### src/rtl/bamse_defs.sv
// Shared definitions for the bamse interrupt controller: FSM encodings,
// port IDs for the bamse1 ports decoder, and selector index width.
package bamse_defs;

    typedef enum logic [1:0] {
        ST_IDLE    = 2'd0,
        ST_ASSERT  = 2'd1,
        ST_SERVICE = 2'd2
    } irq_state_t;

    typedef enum logic [7:0] {
        PORT_IRQ_MASK    = 8'h20,
        PORT_IRQ_EOI     = 8'h21,
        PORT_IRQ_VECTOR  = 8'h22,
        PORT_IRQ_PENDING = 8'h23
    } irq_port_t;

    localparam int IRQ_IDX_W = 3;

endpackage

### src/rtl/bamse_irq_pick.sv
// Combinational winner selector. Fixed priority (source 0 highest) by default;
// BAMSE_IRQ_ROUND_ROBIN_EN switches to round-robin starting after `last`.
module bamse_irq_pick
    import bamse_defs::*;
#(
    parameter int N_SRC = 3
) (
    input  logic [N_SRC-1:0]     elig,
    input  logic [IRQ_IDX_W-1:0] last,
    output logic                 valid,
    output logic [IRQ_IDX_W-1:0] idx
);

    assign valid = |elig;

`ifdef BAMSE_IRQ_ROUND_ROBIN_EN
    logic [2*N_SRC-1:0] dbl;
    logic [N_SRC-1:0]   rot;
    int                 start;

    // Rotate so bit 0 of rot is source last+1; lowest set bit of rot wins.
    always_comb begin
        start = (int'(last) + 1) % N_SRC;
        dbl   = {elig, elig};
        rot   = N_SRC'(dbl >> start);
        idx   = '0;
        for (int i = N_SRC - 1; i >= 0; i--) begin
            if (rot[i]) idx = IRQ_IDX_W'((start + i) % N_SRC);
        end
    end
`else
    logic unused_last;
    assign unused_last = ^last;

    always_comb begin
        idx = '0;
        for (int i = N_SRC - 1; i >= 0; i--) begin
            if (elig[i]) idx = IRQ_IDX_W'(i);
        end
    end
`endif

endmodule

### src/rtl/bamse_irq_ctrl.sv
// Edge-detecting, maskable interrupt controller for the PacoBlaze3 core.
// Optional round-robin selection with BAMSE_IRQ_ROUND_ROBIN_EN.
module bamse_irq_ctrl
    import bamse_defs::*;
#(
    parameter int          N_SRC    = 3,
    parameter logic [7:0]  MASK_RST = 8'hFF
) (
    input  logic             i_Clock,
    input  logic             i_Rst_H,
    input  logic [N_SRC-1:0] i_Irq_Src,
    input  logic             i_Mask_Wr,
    input  logic             i_Eoi_Wr,
    input  logic [7:0]       i_Wr_Data,
    input  logic             i_Int_Ack,
    output logic             o_Interrupt,
    output logic [7:0]       o_Vector,
    output logic [7:0]       o_Pending,
    output logic [7:0]       o_Mask,
    output logic             o_Busy
);

    irq_state_t           state;
    logic [N_SRC-1:0]     prev, pending, pend_nxt, rise, elig, clr;
    logic [7:0]           mask;
    logic                 pick_valid, ack_clr;
    logic [IRQ_IDX_W-1:0] pick_idx, last, win;

    assign rise    = i_Irq_Src & ~prev;
    assign elig    = pending & mask[N_SRC-1:0];
    assign win     = o_Vector[IRQ_IDX_W-1:0];
    assign ack_clr = (state == ST_ASSERT) && i_Int_Ack;
    assign clr     = ack_clr ? (N_SRC'(1) << win) : '0;
    // OR-ing rise after the clear lets a same-cycle rise on the winner survive.
    assign pend_nxt = (pending & ~clr) | rise;

    assign o_Pending = 8'(pending);
    assign o_Mask    = mask;

    bamse_irq_pick #(.N_SRC(N_SRC)) u_pick (
        .elig  (elig),
        .last  (last),
        .valid (pick_valid),
        .idx   (pick_idx)
    );

`ifdef BAMSE_IRQ_ROUND_ROBIN_EN
    always_ff @(posedge i_Clock) begin
        if (i_Rst_H)
            last <= IRQ_IDX_W'(N_SRC - 1);
        else if (state == ST_IDLE && pick_valid)
            last <= pick_idx;
    end
`else
    assign last = '0;
`endif

    always_ff @(posedge i_Clock) begin
        if (i_Rst_H) begin
            state       <= ST_IDLE;
            prev        <= '0;
            pending     <= '0;
            mask        <= MASK_RST;
            o_Interrupt <= 1'b0;
            o_Vector    <= '0;
            o_Busy      <= 1'b0;
        end else begin
            prev    <= i_Irq_Src;
            pending <= pend_nxt;
            if (i_Mask_Wr) mask <= i_Wr_Data;
            case (state)
                ST_IDLE: begin
                    if (pick_valid) begin
                        o_Vector    <= 8'(pick_idx);
                        o_Interrupt <= 1'b1;
                        o_Busy      <= 1'b1;
                        state       <= ST_ASSERT;
                    end
                end
                ST_ASSERT: begin
                    if (i_Int_Ack) begin
                        o_Interrupt <= 1'b0;
                        state       <= ST_SERVICE;
                    end
                end
                ST_SERVICE: begin
                    if (i_Eoi_Wr) begin
                        o_Busy <= 1'b0;
                        state  <= ST_IDLE;
                    end
                end
                default: begin
                    o_Interrupt <= 1'b0;
                    o_Busy      <= 1'b0;
                    state       <= ST_IDLE;
                end
            endcase
        end
    end

endmodule

### config.mk
export PLATFORM = sky130hd
export DESIGN_NAME = bamse_irq_ctrl
export DESIGN_NICKNAME = d
export VERILOG_FILES = /design/src/rtl/bamse_defs.sv /design/src/rtl/bamse_irq_pick.sv /design/src/rtl/bamse_irq_ctrl.sv
export SDC_FILE = /design/constraint.sdc
export NUM_CORES = 1
export LEC_CHECK = 0
export BUFFER_PORTS_ARGS = -buffer_cell sky130_fd_sc_hd__buf_2
export CAP_MARGIN = 10
export CORE_MARGIN = 2
export CORE_UTILIZATION = 48
export CTS_CLUSTER_DIAMETER = 60
export DETAILED_ROUTE_END_ITERATION = 8
export PLACE_DENSITY = 0.82
export SYNTH_ARGS = -nofsm -noshare
export SYNTH_HDL_FRONTEND = slang
export SYNTH_SLANG_ARGS = --single-unit
### constraint.sdc
create_clock -name i_Clock -period 2.6 [get_ports i_Clock]
set_clock_uncertainty 0.2 [all_clocks]
set_input_delay 0.52 -clock i_Clock [delete_from_list [all_inputs] [get_ports i_Clock]]
set_output_delay 0.52 -clock i_Clock [all_outputs]
set_load 0.005 [all_outputs]
==> results.ini <==
[power]
p_per_area_nw_per_um2=683
p_int_mw=0.542
power_mw=0.711
power_frac_seq_pct=49.7
p_leak_nw=0.480
vdd.ir_drop.worst_mv=0.440
p_clk_share_pct=35.1
power_switching_mw=0.169
combPwrFrac_pct=15.2
switching_share_pct=23.8

[placement]
dp.cells=143
place_congestion=0.789
portBuffers=30
dpl.hpwl_microns=1320
place_area_sq_um=988
preCtsSetupSlack_ns=1.03

[global_route]
antenna_found_initial=0
grt_max_degree=14
grt_pass1_wl_microns=2810
grt_pass1_vias=627
grtUsageTotal_pct=18.6
gr-total-overflow=0

[clock_tree]
cts_resized=0
cts-root-buf=clkbuf_4
cts_tree=done
path_clk_slew_ns=0.11
numCtsBuffers=3
clock_latency_ns=0.30
cts_buffer_depth=2
clkSinkCount=20
holdBufCountCts=0
cts_setup_buffers=0
ctsHtreeMaxLevel=1

[worst_setup_path]
worstReg2RegEnd=o_Vector[0]
critPathMaxStageDelay_ns=0.41
worstPathRequired_ns=1.88
worstPathMaxFanout=4
cp_top_family=flip-flops
cp.arrival_ns=0.85
cp-end-kind=output port
r2r_slack_ns=1.11
r2r-start=pending[2]
path_buf_inv=1
worstSetupStartpointType=register
r2r_cells=3
crit_type=register to output port
crit_slowest_cell=dfxtp_1
crit_chain=buf_2

[timing]
fin_crit_sh_pct=60.2
setup_slack_ns=1.03
slew_violations=0
rsz0062_at_grt=false
setup_viol=0
final.setup.tns_ns=0
fin_crit_ns=1.57
hold_ws_ns=0.232
timing.fmax_ghz=0.639
hold_viol=0

[final_layout]
final_cell_count_no_fill=147
n_antenna_cell=0
syn_to_final_growth_pct=17.8
layout_commonest_cell=buf_2
utilization_pct=60.3
drive_gt1_share_pct=29.5
fin_nets=139
most-common-layout-cells=buf_2, dfxtp_1, nand2_1, conb_1, mux2i_1
fin_area_sq_um=1040

[min_path]
min_from=i_Wr_Data[6]
hp-class=primary input to register
min_path_cells=3
holdPathEnd=o_Mask[6]

[synthesis]
ys_top_cells_by_area=dfxtp_1, buf_4, mux2i_1, nand2_1, nand2b_1
yosys_register_bits=20
synthFlopType=dfxtp_1
synthCells=94
yosysTopAreaCellShare_pct=45.3
async_flop_share_pct=0
netlist_area_sq_um=883
yosysSeqAreaShare_pct=45.3
synth-edff-count=0
synth_area_leader_cell=dfxtp_1
synth_warnings=0
ys_types=25
synth.avg_cell_area_sq_um=9.40

[floorplan]
initial_utilization_pct=51.2
top_level_ports=42
die_w_microns=46.9
fp-row-count=15
chipHeight_microns=46.9
dieArea_sq_um=2200
core_sq_um=1730

[route]
vias=729
drc_errors=0
wl_per_cell_microns=12.2
drt_iter0_drc=17
drt_wl_total_microns=1790
drtPass1Iterations=4
postRouteAntennaNets=0
vias_per_cell=4.96

[job]
cap_violations=0

[status]
status=completed

## area by class of cell
class                           instances  area [sq um]
Inverter                                2          7.51
Tap cell                               25          31.3
Timing Repair Buffer                   30           150
Fill cell                             161           686
Clock inverter                          1          30.0
Sequential cell                        20           400
Clock buffer                            3          22.5
Multi-Input combinational cell         66           399
## sequential cells by signal, indices dropped and copies added (netlist names)
register and count:
pending 3, state 2, o_Vector 2, o_Mask 8
o_Busy 1, o_Interrupt 1, prev 3
## per-layer routing
metal	global-route usage, %	routed length (microns)	vias to the layer above
li1	-	-	354
met3	3.46	106	2
met5	0	0	-
met4	10.0	13	0
met2	29.0	871	28
met1	24.3	798	345
## worst max-delay path by stage
stage	start	end	slack, ns	cells after the start
global route	pending[0]	o_Pending[0]	0.98	1
floorplan	o_Mask[2]	o_Vector[0]	1.22	3
global placement	i_Rst_H	o_Vector[0]	1.08	3
detailed placement	i_Rst_H	o_Vector[0]	1.03	3
finish	o_Mask[0]	o_Mask[0]	1.03	1
CTS	o_Mask[0]	o_Mask[0]	1.03	1
## power by group through the flow
stage                     Clock [mW]  Combinational (mW)  Sequential [mW]
after floorplan                    0              0.0868            0.353
after global placement             0               0.103            0.358
after detailed placement           0               0.107            0.359
after CTS                      0.252               0.108            0.353
after global routing           0.266               0.122            0.357
final                          0.249               0.108            0.353
## worst reg2reg max path: cells and delay by family (launching register included)
kind             cells  cell delay [ns]
AO/OA/AOI/OAI        2             0.69
flip-flops           1             0.40
AND/OR/NAND/NOR      1             0.11
## cells in the mapped netlist, drive strengths merged (2+ instances only)
cell,instances
a21oi,5
o21ai,3
mux2i,8
a311oi,2
nor3b,2
inv,2
o22ai,2
clkbuf,2
a211oi,2
nor2b,5
nand2b,6
buf,14
dfxtp,20
nand2,13
## cells by family (layout without fill, tap and decap cells)
group / after synthesis / after routing / share of synthesized area, %
AND/OR/NAND/NOR: 30 / 30 / 18.4
flip-flops: 20 / 20 / 45.3
buffers and inverters: 18 / 36 / 13.7
AO/OA/AOI/OAI: 17 / 17 / 13.0
multiplexers: 8 / 8 / 9.07
other: 1 / 11 / 0.425
(Power assumes the default switching activity.)
